[config.mk]
export PLATFORM = sky130hd
export DESIGN_NAME = icache_direct
export DESIGN_NICKNAME = d
export VERILOG_FILES = /design/src/rtl/icache_direct.sv
export SDC_FILE = /design/constraint.sdc
export NUM_CORES = 2
export LEC_CHECK = 0
export CORE_ASPECT_RATIO = 0.9
export CORE_UTILIZATION = 34
export DETAILED_ROUTE_END_ITERATION = 8
export SETUP_SLACK_MARGIN = 0.15
export SYNTH_ARGS = -nofsm -noshare
export SYNTH_HDL_FRONTEND = slang
export SYNTH_SLANG_ARGS = --single-unit
export TNS_END_PERCENT = 10
[constraint.sdc]
create_clock -name clk_in -period 9 [get_ports clk_in]
set_input_delay 1.8 -clock clk_in [delete_from_list [all_inputs] [get_ports clk_in]]
set_output_delay 1.8 -clock clk_in [all_outputs]
set_load 0.03 [all_outputs]
[src/rtl/icache_direct.sv]
// ---------------------------------------------------------------------------
// icache_direct
//   Direct-mapped, read-only instruction cache, one 32-bit word per line.
//   Sits between the IF stage (consumer) and the memory controller's
//   instruction port. Hits answer combinationally in the request cycle;
//   misses fetch one word from memctrl, fill the line and answer one cycle
//   after the fetch completes. Hit and miss counters are kept for debug.
//
// Ports
//   clk_in           system clock
//   rst_in           asynchronous active-low reset
//   rdy_in           global ready; low freezes every register and array
//   if_req_in        IF requests the instruction at if_addr_in
//   if_addr_in       fetch address, bits [1:0] ignored
//   flush_in         branch taken; abandons any outstanding request
//   instr_valid_out  instr_out holds the word for the current if_addr_in
//   instr_out        instruction word (0 when not valid)
//   mc_req_out       word fetch request to memctrl (held until mc_done_in)
//   mc_addr_out      word-aligned fetch address
//   mc_done_in       memctrl fetch complete, one-cycle pulse
//   mc_data_in       fetched word, valid while mc_done_in is high
//   hit_cnt_out      32-bit wrapping hit counter
//   miss_cnt_out     32-bit wrapping miss counter
//
// Handshake: the request to memctrl is a level. mc_req_out rises on the edge
// that enters MISS and stays high, with mc_addr_out stable, until the edge
// on which mc_done_in is sampled high. mc_done_in outside MISS is ignored.
// ---------------------------------------------------------------------------
module icache_direct #(
   parameter int IDX_W  = 6,
   parameter int ADDR_W = 18
) (
   input  logic        clk_in,
   input  logic        rst_in,
   input  logic        rdy_in,
   input  logic        if_req_in,
   input  logic [31:0] if_addr_in,
   input  logic        flush_in,
   output logic        instr_valid_out,
   output logic [31:0] instr_out,
   output logic        mc_req_out,
   output logic [31:0] mc_addr_out,
   input  logic        mc_done_in,
   input  logic [31:0] mc_data_in,
   output logic [31:0] hit_cnt_out,
   output logic [31:0] miss_cnt_out
);

   localparam int LINES = 1 << IDX_W;
   localparam int TAG_W = ADDR_W - IDX_W - 2;

   typedef enum logic [1:0] {
      IDLE = 2'd0,
      MISS = 2'd1,
      RESP = 2'd2
   } state_t;

   state_t state_q, state_d;

   // Line storage. Only the valid bits are reset; tag and data contents are
   // meaningless until their valid bit is set by a fill.
   logic [LINES-1:0] valid_q;
   logic [TAG_W-1:0] tag_mem  [LINES];
   logic [31:0]      data_mem [LINES];

   // Outstanding miss bookkeeping.
   logic [29:0] miss_addr_q;   // word address of the miss being serviced
   logic        drop_q;        // a flush arrived while the miss was in flight
   logic [31:0] resp_q;        // fetched word, replayed in RESP

   logic        mc_req_q;
   logic [31:0] mc_addr_q;
   logic [31:0] hit_cnt_q;
   logic [31:0] miss_cnt_q;

   // Lookup on the live IF address.
   logic [IDX_W-1:0] req_idx;
   logic [TAG_W-1:0] req_tag;
   logic             hit;

   assign req_idx = if_addr_in[IDX_W+1:2];
   assign req_tag = if_addr_in[ADDR_W-1:IDX_W+2];
   assign hit     = valid_q[req_idx] && (tag_mem[req_idx] == req_tag);

   // Fill target comes from the latched miss address, not the live one,
   // because IF may move its address while the miss is outstanding.
   logic [IDX_W-1:0] fill_idx;
   logic [TAG_W-1:0] fill_tag;

   assign fill_idx = miss_addr_q[IDX_W-1:0];
   assign fill_tag = miss_addr_q[ADDR_W-3:IDX_W];

   // Address bits [1:0] select a byte within the word and play no part here.
   logic unused_addr_bits;
   assign unused_addr_bits = &{1'b0, if_addr_in[1:0]};

   // Per-cycle events produced by the FSM.
   logic        hit_evt;
   logic        miss_evt;
   logic        fill_evt;
   logic        resp_match;
   logic        out_valid;
   logic [31:0] out_word;

   assign resp_match = (if_addr_in[31:2] == miss_addr_q) && !flush_in;

   // ------------------------------------------------------------------------
   // FSM: state register
   // ------------------------------------------------------------------------
   always_ff @(posedge clk_in or negedge rst_in) begin
      if (!rst_in) begin
         state_q <= IDLE;
      end else if (rdy_in) begin
         state_q <= state_d;
      end
   end

   // ------------------------------------------------------------------------
   // FSM: next state and combinational outputs
   // With rdy_in low nothing is reported or counted, so a frozen cycle never
   // presents a word that the counters did not see.
   // ------------------------------------------------------------------------
   always_comb begin
      state_d   = state_q;
      hit_evt   = 1'b0;
      miss_evt  = 1'b0;
      fill_evt  = 1'b0;
      out_valid = 1'b0;
      out_word  = 32'd0;

      if (rdy_in) begin
         unique case (state_q)
            IDLE: begin
               if (if_req_in && !flush_in) begin
                  if (hit) begin
                     out_valid = 1'b1;
                     out_word  = data_mem[req_idx];
                     hit_evt   = 1'b1;
                  end else begin
                     miss_evt = 1'b1;
                     state_d  = MISS;
                  end
               end
            end
            MISS: begin
               if (mc_done_in) begin
                  fill_evt = 1'b1;
                  // A flush now or earlier in the miss still fills the line
                  // but suppresses the reply.
                  state_d  = (drop_q || flush_in) ? IDLE : RESP;
               end
            end
            RESP: begin
               if (resp_match) begin
                  out_valid = 1'b1;
                  out_word  = resp_q;
               end
               state_d = IDLE;
            end
            default: begin
               state_d = IDLE;
            end
         endcase
      end
   end

   assign instr_valid_out = out_valid;
   assign instr_out       = out_word;

   // ------------------------------------------------------------------------
   // Control registers: valid bits, miss bookkeeping, memctrl request,
   // counters.
   // ------------------------------------------------------------------------
   always_ff @(posedge clk_in or negedge rst_in) begin
      if (!rst_in) begin
         valid_q     <= '0;
         miss_addr_q <= '0;
         drop_q      <= 1'b0;
         resp_q      <= '0;
         mc_req_q    <= 1'b0;
         mc_addr_q   <= '0;
         hit_cnt_q   <= '0;
         miss_cnt_q  <= '0;
      end else if (rdy_in) begin
         if (hit_evt) begin
            hit_cnt_q <= hit_cnt_q + 32'd1;
         end

         if (miss_evt) begin
            miss_cnt_q  <= miss_cnt_q + 32'd1;
            miss_addr_q <= if_addr_in[31:2];
            mc_addr_q   <= {if_addr_in[31:2], 2'b00};
            mc_req_q    <= 1'b1;
            drop_q      <= 1'b0;
         end else if (state_q == MISS && flush_in) begin
            drop_q <= 1'b1;
         end

         if (fill_evt) begin
            valid_q[fill_idx] <= 1'b1;
            resp_q            <= mc_data_in;
            mc_req_q          <= 1'b0;
         end
      end
   end

   // ------------------------------------------------------------------------
   // Tag and data arrays (no reset). A fill always overwrites the line, so
   // the last fill to an index wins.
   // ------------------------------------------------------------------------
   always_ff @(posedge clk_in) begin
      if (rdy_in && fill_evt) begin
         tag_mem[fill_idx]  <= fill_tag;
         data_mem[fill_idx] <= mc_data_in;
      end
   end

   assign mc_req_out   = mc_req_q;
   assign mc_addr_out  = mc_addr_q;
   assign hit_cnt_out  = hit_cnt_q;
   assign miss_cnt_out = miss_cnt_q;

endmodule

== Yosys cells after proc, flatten, opt, wreduce, memory -nomap -nowiden ==
Memory sizes are Yosys's and may differ from the RTL's.
Cells that the tools add are included.

* Bits of input ports: 70
* Memories: 2
* Output and inout bits: 130
* Word-level logic and storage cells: 74
* Bits in registers: 194
* Memory bits (writable): 2688

* Reduce and logical (&&, ||, !) cells: 17
* Muxes and demuxes: 34
* Add/subtract/negate cells: 2
* $lt $le $gt $ge: 3
* Bitwise logic cells: 1
* Equality and inequality tests: 7

{| class="wikitable"
|+ Memories
! memory !! depth !! bits a word !! rd ports !! clocked after memory_dff !! write ports !! line !! RTL
|-
| data_mem || 64 || 32 || 1 || 0 || 1 || 64 || <nowiki>logic [31:0] data_mem [LINES];</nowiki>
|-
| tag_mem || 64 || 10 || 1 || 0 || 1 || 63 || <nowiki>logic [TAG_W-1:0] tag_mem [LINES];</nowiki>
|}

{| class="wikitable"
|+ Operators by type and width
! operator !! count
|-
| 2-to-1 mux 32 bit || 4
|-
| adder 32 x 1 -> 32 bit, second input constant || 2
|-
| bitwise OR 64 bit || 1
|-
| case mux 32 bit (2 select lines) || 1
|-
| == test 30 bit || 1
|-
| 2-to-1 mux 1 bit || 21
|-
| less-than comparator 6 x 7 -> 1 bit, second input constant || 2
|-
| == test 10 bit || 1
|-
| AND reduction 2 bit || 5
|-
| 2-to-1 mux 2 bit || 4
|-
| binary-select mux 1 bit (select 6 bit) || 1
|-
| demux 1 bit (select 6 bit) || 1
|-
| >= comparator 6 x 1 -> 1 bit, second input constant || 1
|-
| logical AND 1 bit || 6
|-
| inequality test 2 bit, second input constant || 3
|-
| case mux 2 bit (2 select lines) || 1
|-
| AND reduction 4 bit || 1
|-
| nonzero test 2 bit || 2
|-
| == test 2 x 1 -> 1 bit, second input constant || 1
|-
| == test 2 bit, second input constant || 1
|-
| logical NOT 2 bit || 1
|-
| case mux 1 bit (2 select lines) || 1
|-
| logical NOT 1 bit || 1
|-
| logical OR 1 bit || 1
|}

== Longest topological paths before layout ==
* Depth after elaboration: 9
* Mapped depth: 16
* Mapped depth without buffers: 9

== Worst setup path after synthesis ==
OpenSTA, ideal clock, no wires.

* Path kind: input to output
* From: in if_addr_in[2]
* To: out instr_out[16]
* Path slack: 2.108 ns
* Arrival time: 5.092 ns
* Cell stages on the path: 13
* Required time: 7.200 ns
* Path buffers: 8
* Cell sequence: buf_4 buf_4 buf_4 buf_2 buf_2 buf_2 buf_2 buf_2 mux4_2 mux4_2 mux2i_1 o21ai_0 a22o_1

* Cells in the longest elaborated chain, start to end: 7
* Elaborated cells between the ends (all ways): 13
* Those cells by class: eq/ne (2); mux (7); reduce/logical (2); memory (2)

{| class="wikitable"
|+ RTL lines
! element !! line !! RTL
|-
| start, declared || 37 || <nowiki>input logic [31:0] if_addr_in,</nowiki>
|-
| memory (64 x 10 bit) / binary-select mux 1 bit (select 6 bit) (equally long branches) || - ||
|-
| == test 10 bit / 2-to-1 mux 1 bit (equally long branches) || 83 || <nowiki>assign hit = valid_q[req_idx] && (tag_mem[req_idx] == req_tag);</nowiki>
|-
| logical AND 1 bit || 83 ||
|-
| 2-to-1 mux 32 bit || 135 || <nowiki>if (hit) begin</nowiki>
|-
| 2-to-1 mux 32 bit || 134 || <nowiki>if (if_req_in && !flush_in) begin</nowiki>
|-
| case mux 32 bit (2 select lines) * || 132 || <nowiki>unique case (state_q)</nowiki>
|-
| 2-to-1 mux 32 bit * || 131 || <nowiki>if (rdy_in) begin</nowiki>
|-
| end, declared || 40 || <nowiki>output logic [31:0] instr_out,</nowiki>
|}

Mark *: on every way between the ends. The rest lies on a longest branch, timed or not. The select of a mux whose other input is x is not followed.

== Final worst setup path ==
* From: in if_addr_in[4]
* To: out instr_out[3]

The elaborated chain is that of the path after synthesis.

==> impl_metrics.env <==
export IMPL_fin_worst_skew_ps=69.1
export IMPL_clock_latency_ps=870
export IMPL_slowest_delay_ps=630
export IMPL_crit_fanout=80
export IMPL_holdPathEnd="valid_q[50]"
export IMPL_start_kind="input port"
export IMPL_netlist_instances=5037
export IMPL_ctsHtreeMaxLevel=5
export IMPL_critical_path_class="input port to output port"
export IMPL_p_sw_frac=0.225
export IMPL_ys_types=72
export IMPL_ys_flop_type="edfxtp_1"
export IMPL_period_minus_slack_ps=8300
export IMPL_pwr_share_comb=0.067
export IMPL_dp_cells=9469
export IMPL_synth_seq_cells=2882
export IMPL_cts_tree="built"
export IMPL_syn_to_final_growth_pct=15.8
export IMPL_critPathRequiredTime_ps=7200
export IMPL_hold_path_cell_count=1
export IMPL_leakagePower_nw=41.3
export IMPL_grt_antenna_before_repair=27
export IMPL_grt_pass1_wl_mm=434
export IMPL_clk_path_buf_depth=4
export IMPL_setup_violations_final=0
export IMPL_antenna_left=0
export IMPL_instances_no_fill=9985
export IMPL_crit_top_cell="buf_4"
export IMPL_grt_total_usage=0.186
export IMPL_root_buffer="clkbuf_16"
export IMPL_max_slew_margin=0.138
export IMPL_hpwlAfterDp_mm=168
export IMPL_critPathArrivalTime_ps=6500
export IMPL_start_util=0.342
export IMPL_p_int_w=0.0225
export IMPL_ctsResizeCount=0
export IMPL_crit_start="if_addr_in[4]"
export IMPL_drive_gt1_frac=0.283
export IMPL_r2r_start="state_q[1]"
export IMPL_die_x_microns=606
export IMPL_yosysWarnings=0
export IMPL_cts_sinks=2882
export IMPL_die_area_sq_um=331000
export IMPL_postCtsSetupBuffers=0
export IMPL_cap_violations=0
export IMPL_ctsHoldBuffers=0
export IMPL_slew_viol_final=0
export IMPL_drt_initial_drc_count=7655
export IMPL_max_freq_ghz=0.121
export IMPL_grt_max_degree=128
export IMPL_setup_tns_final_ps=0
export IMPL_routed_via_count=55400
export IMPL_wl_per_cell_microns=31.2
export IMPL_postSynth_asyncResetShare=0.0673
export IMPL_ys_seq_area_frac=0.766
export IMPL_drc_errors=0
export IMPL_grt_pass1_vias=54800
export IMPL_finalCritPeriodShare=0.922
export IMPL_ios=200
export IMPL_outcome="finished, final reports clean"
export IMPL_power_w=0.0290
export IMPL_rr_endpoint="tag_mem[47][0]"
export IMPL_coreArea_sq_um=327000
export IMPL_crit_chain="buf_8, buf_4, mux4_2, mux2i_1, o22ai_1, a2111oi_0, buf_4, a21oi_1, nor3_1, nand4_1, nor3_4, buf_4, a22o_1, buf_12, buf_12"
export IMPL_clkSlewWorstSetupHoldPaths_ps=60
export IMPL_drt_first_pass_iters=5
export IMPL_peakVddDrop_uv=162
export IMPL_vias_per_cell=5.54
export IMPL_finalCoreUtilization=0.396
export IMPL_synthesis_area_sq_um=112000
export IMPL_min_path_type="flop to flop"
export IMPL_worstHoldStart="valid_q[50]"
export IMPL_synth_edff_count=2688
export IMPL_die_h_microns=546
export IMPL_seqPwrFrac=0.530
export IMPL_fp_row_count=199
export IMPL_worst_slew_pin_slew_ps=1290
export IMPL_cp_slowest_cell="a2111oi_0"
export IMPL_ff2ff_path_depth=7
export IMPL_p_sw_w=0.00650
export IMPL_wirelength_mm=312
export IMPL_crit_path_end_kind="output port"
export IMPL_power_density_nw_per_um2=224
export IMPL_timing_final_hold_violations=0
export IMPL_gp_congestion=0.791
export IMPL_power_frac_clock=0.403
export IMPL_cts_made_buffers=287
export IMPL_port_buffers=195
export IMPL_rsz0062_at_grt="no"
export IMPL_overflow=0
export IMPL_nNetsFinal=5509
export IMPL_syn_area_per_cell_sq_um=22.2
export IMPL_rrSetupSlack_ps=4540
layer usage:
layer | vias to the layer above | part of all wire | global-route usage | wire [microns]
li1 | 21900 | - | - | -
met1 | 30300 | 0.42 | 0.270 | 132000
met2 | 2604 | 0.46 | 0.286 | 144000
met3 | 451 | 0.094 | 0.0421 | 29300
met4 | 18 | 0.022 | 0.0407 | 6790
met5 | - | 0.00035 | 0 | 108
synthesized netlist by cell type, drive strengths merged, types with 19 or more instances:
| library cell | count | area, sq um |
|---|---|---|
| edfxtp | 2688 | 80700 |
| mux4 | 763 | 17200 |
| dfrtp | 194 | 4850 |
| nand2 | 166 | 623 |
| mux2i | 159 | 1590 |
| buf | 152 | 851 |
| clkbuf | 117 | 440 |
| nor2 | 105 | 394 |
| or2 | 69 | 432 |
| mux2 | 60 | 676 |
| nand3 | 60 | 300 |
| xor2 | 55 | 482 |
| a22oi | 50 | 375 |
| nor3 | 43 | 220 |
| xnor2 | 43 | 377 |
| a22o | 34 | 298 |
| o21ai | 33 | 176 |
| nand4 | 23 | 150 |
| a21oi | 19 | 95.1 |
| o22ai | 19 | 119 |
power groups by stage:
stage | clock [W] | combinational (W) | sequential [W]
detailed placement | 0 | 0.00197 | 0.0156
CTS | 0.0118 | 0.00197 | 0.0153
global placement | 0 | 0.00193 | 0.0156
floorplan | 0 | 0.000944 | 0.0157
finish | 0.0117 | 0.00195 | 0.0153
global route | 0.0123 | 0.00208 | 0.0154
kinds of logic (layout without fill, tap and decap cells):
logic type | after synthesis | in the layout | share of synthesized area
XOR/XNOR | 98 | 98 | 0.00768
flip-flops | 2882 | 2882 | 0.766
multiplexers | 982 | 982 | 0.174
AND/OR/NAND/NOR | 559 | 559 | 0.0248
adder cells (fa/ha/maj) | 2 | 2 | 0.000224
other | 1 | 9 | 0.0000336
AO/OA/AOI/OAI | 229 | 229 | 0.0149
buffers and inverters | 284 | 903 | 0.0121
state kept, by name, indices dropped and copies added (netlist names):
signal / flops
data_mem: 2048
drop_q: 1
hit_cnt_out: 32
mc_req_out: 1
miss_addr_q: 30
miss_cnt_out: 32
resp_q: 32
state_q: 2
tag_mem: 640
valid_q: 64
worst max path at each step:
stage | to | slack (ps) | cells after the start
after CTS | instr_out[3] | 700 | 15
final | instr_out[3] | 700 | 15
after global routing | instr_out[3] | 460 | 15
after detailed placement | instr_out[3] | 710 | 15
after global placement | instr_out[3] | 680 | 15
after floorplan | instr_out[16] | 2110 | 13
critical path, delay by kind of cell:
kind / cells / cell delay (ps)
and+or+nand+nor: 3 / 660
AOI/OAI and AO/OA: 4 / 1210
muxes: 2 / 630
buffers and inverters: 6 / 1970
through the flow:
| step | cell area, sq um | hold WS, ps | setup WS, ps |
|---|---|---|---|
| after floorplan | 112000 | 434 | 2110 |
| after global placement | 120000 | 445 | 678 |
| after detailed placement | 120000 | 448 | 710 |
| after CTS | 129000 | 462 | 698 |
| after global routing | 129000 | 477 | 458 |
| final | 129000 | 461 | 704 |
layout make-up:
class | instances | area (sq um)
fillers | 28800 | 197000
flip-flops and latches | 2882 | 85600
multi-input cells | 1872 | 25300
clock buffers | 367 | 7730
well taps | 4321 | 5410
repair buffers | 379 | 4040
clock inverters | 142 | 1230
inverters | 15 | 63.8
diodes | 7 | 17.5
cell usage in the layout (no fill, tap or decap), types with 15 or more instances in the layout:
master / count
bufinv_16: 18
nor2_1: 40
xor2_1: 55
mux4_2: 763
mux2i_1: 159
edfxtp_1: 2688
a21oi_1: 19
clkdlybuf4s50_1: 123
buf_12: 75
or2_2: 69
nand2_1: 166
o21ai_0: 31
nor3_1: 42
clkbuf_1: 64
clkinv_2: 41
buf_4: 143
buf_2: 33
mux2_1: 26
a22o_1: 34
xnor2_1: 43
dfrtp_1: 184
o22ai_1: 19
nor2_4: 65
a22oi_1: 50
nor2b_1: 15
clkinv_1: 55
mux2_2: 34
nand4_1: 22
nand3_1: 60
clkbuf_16: 295
(Power assumes the default switching activity.)
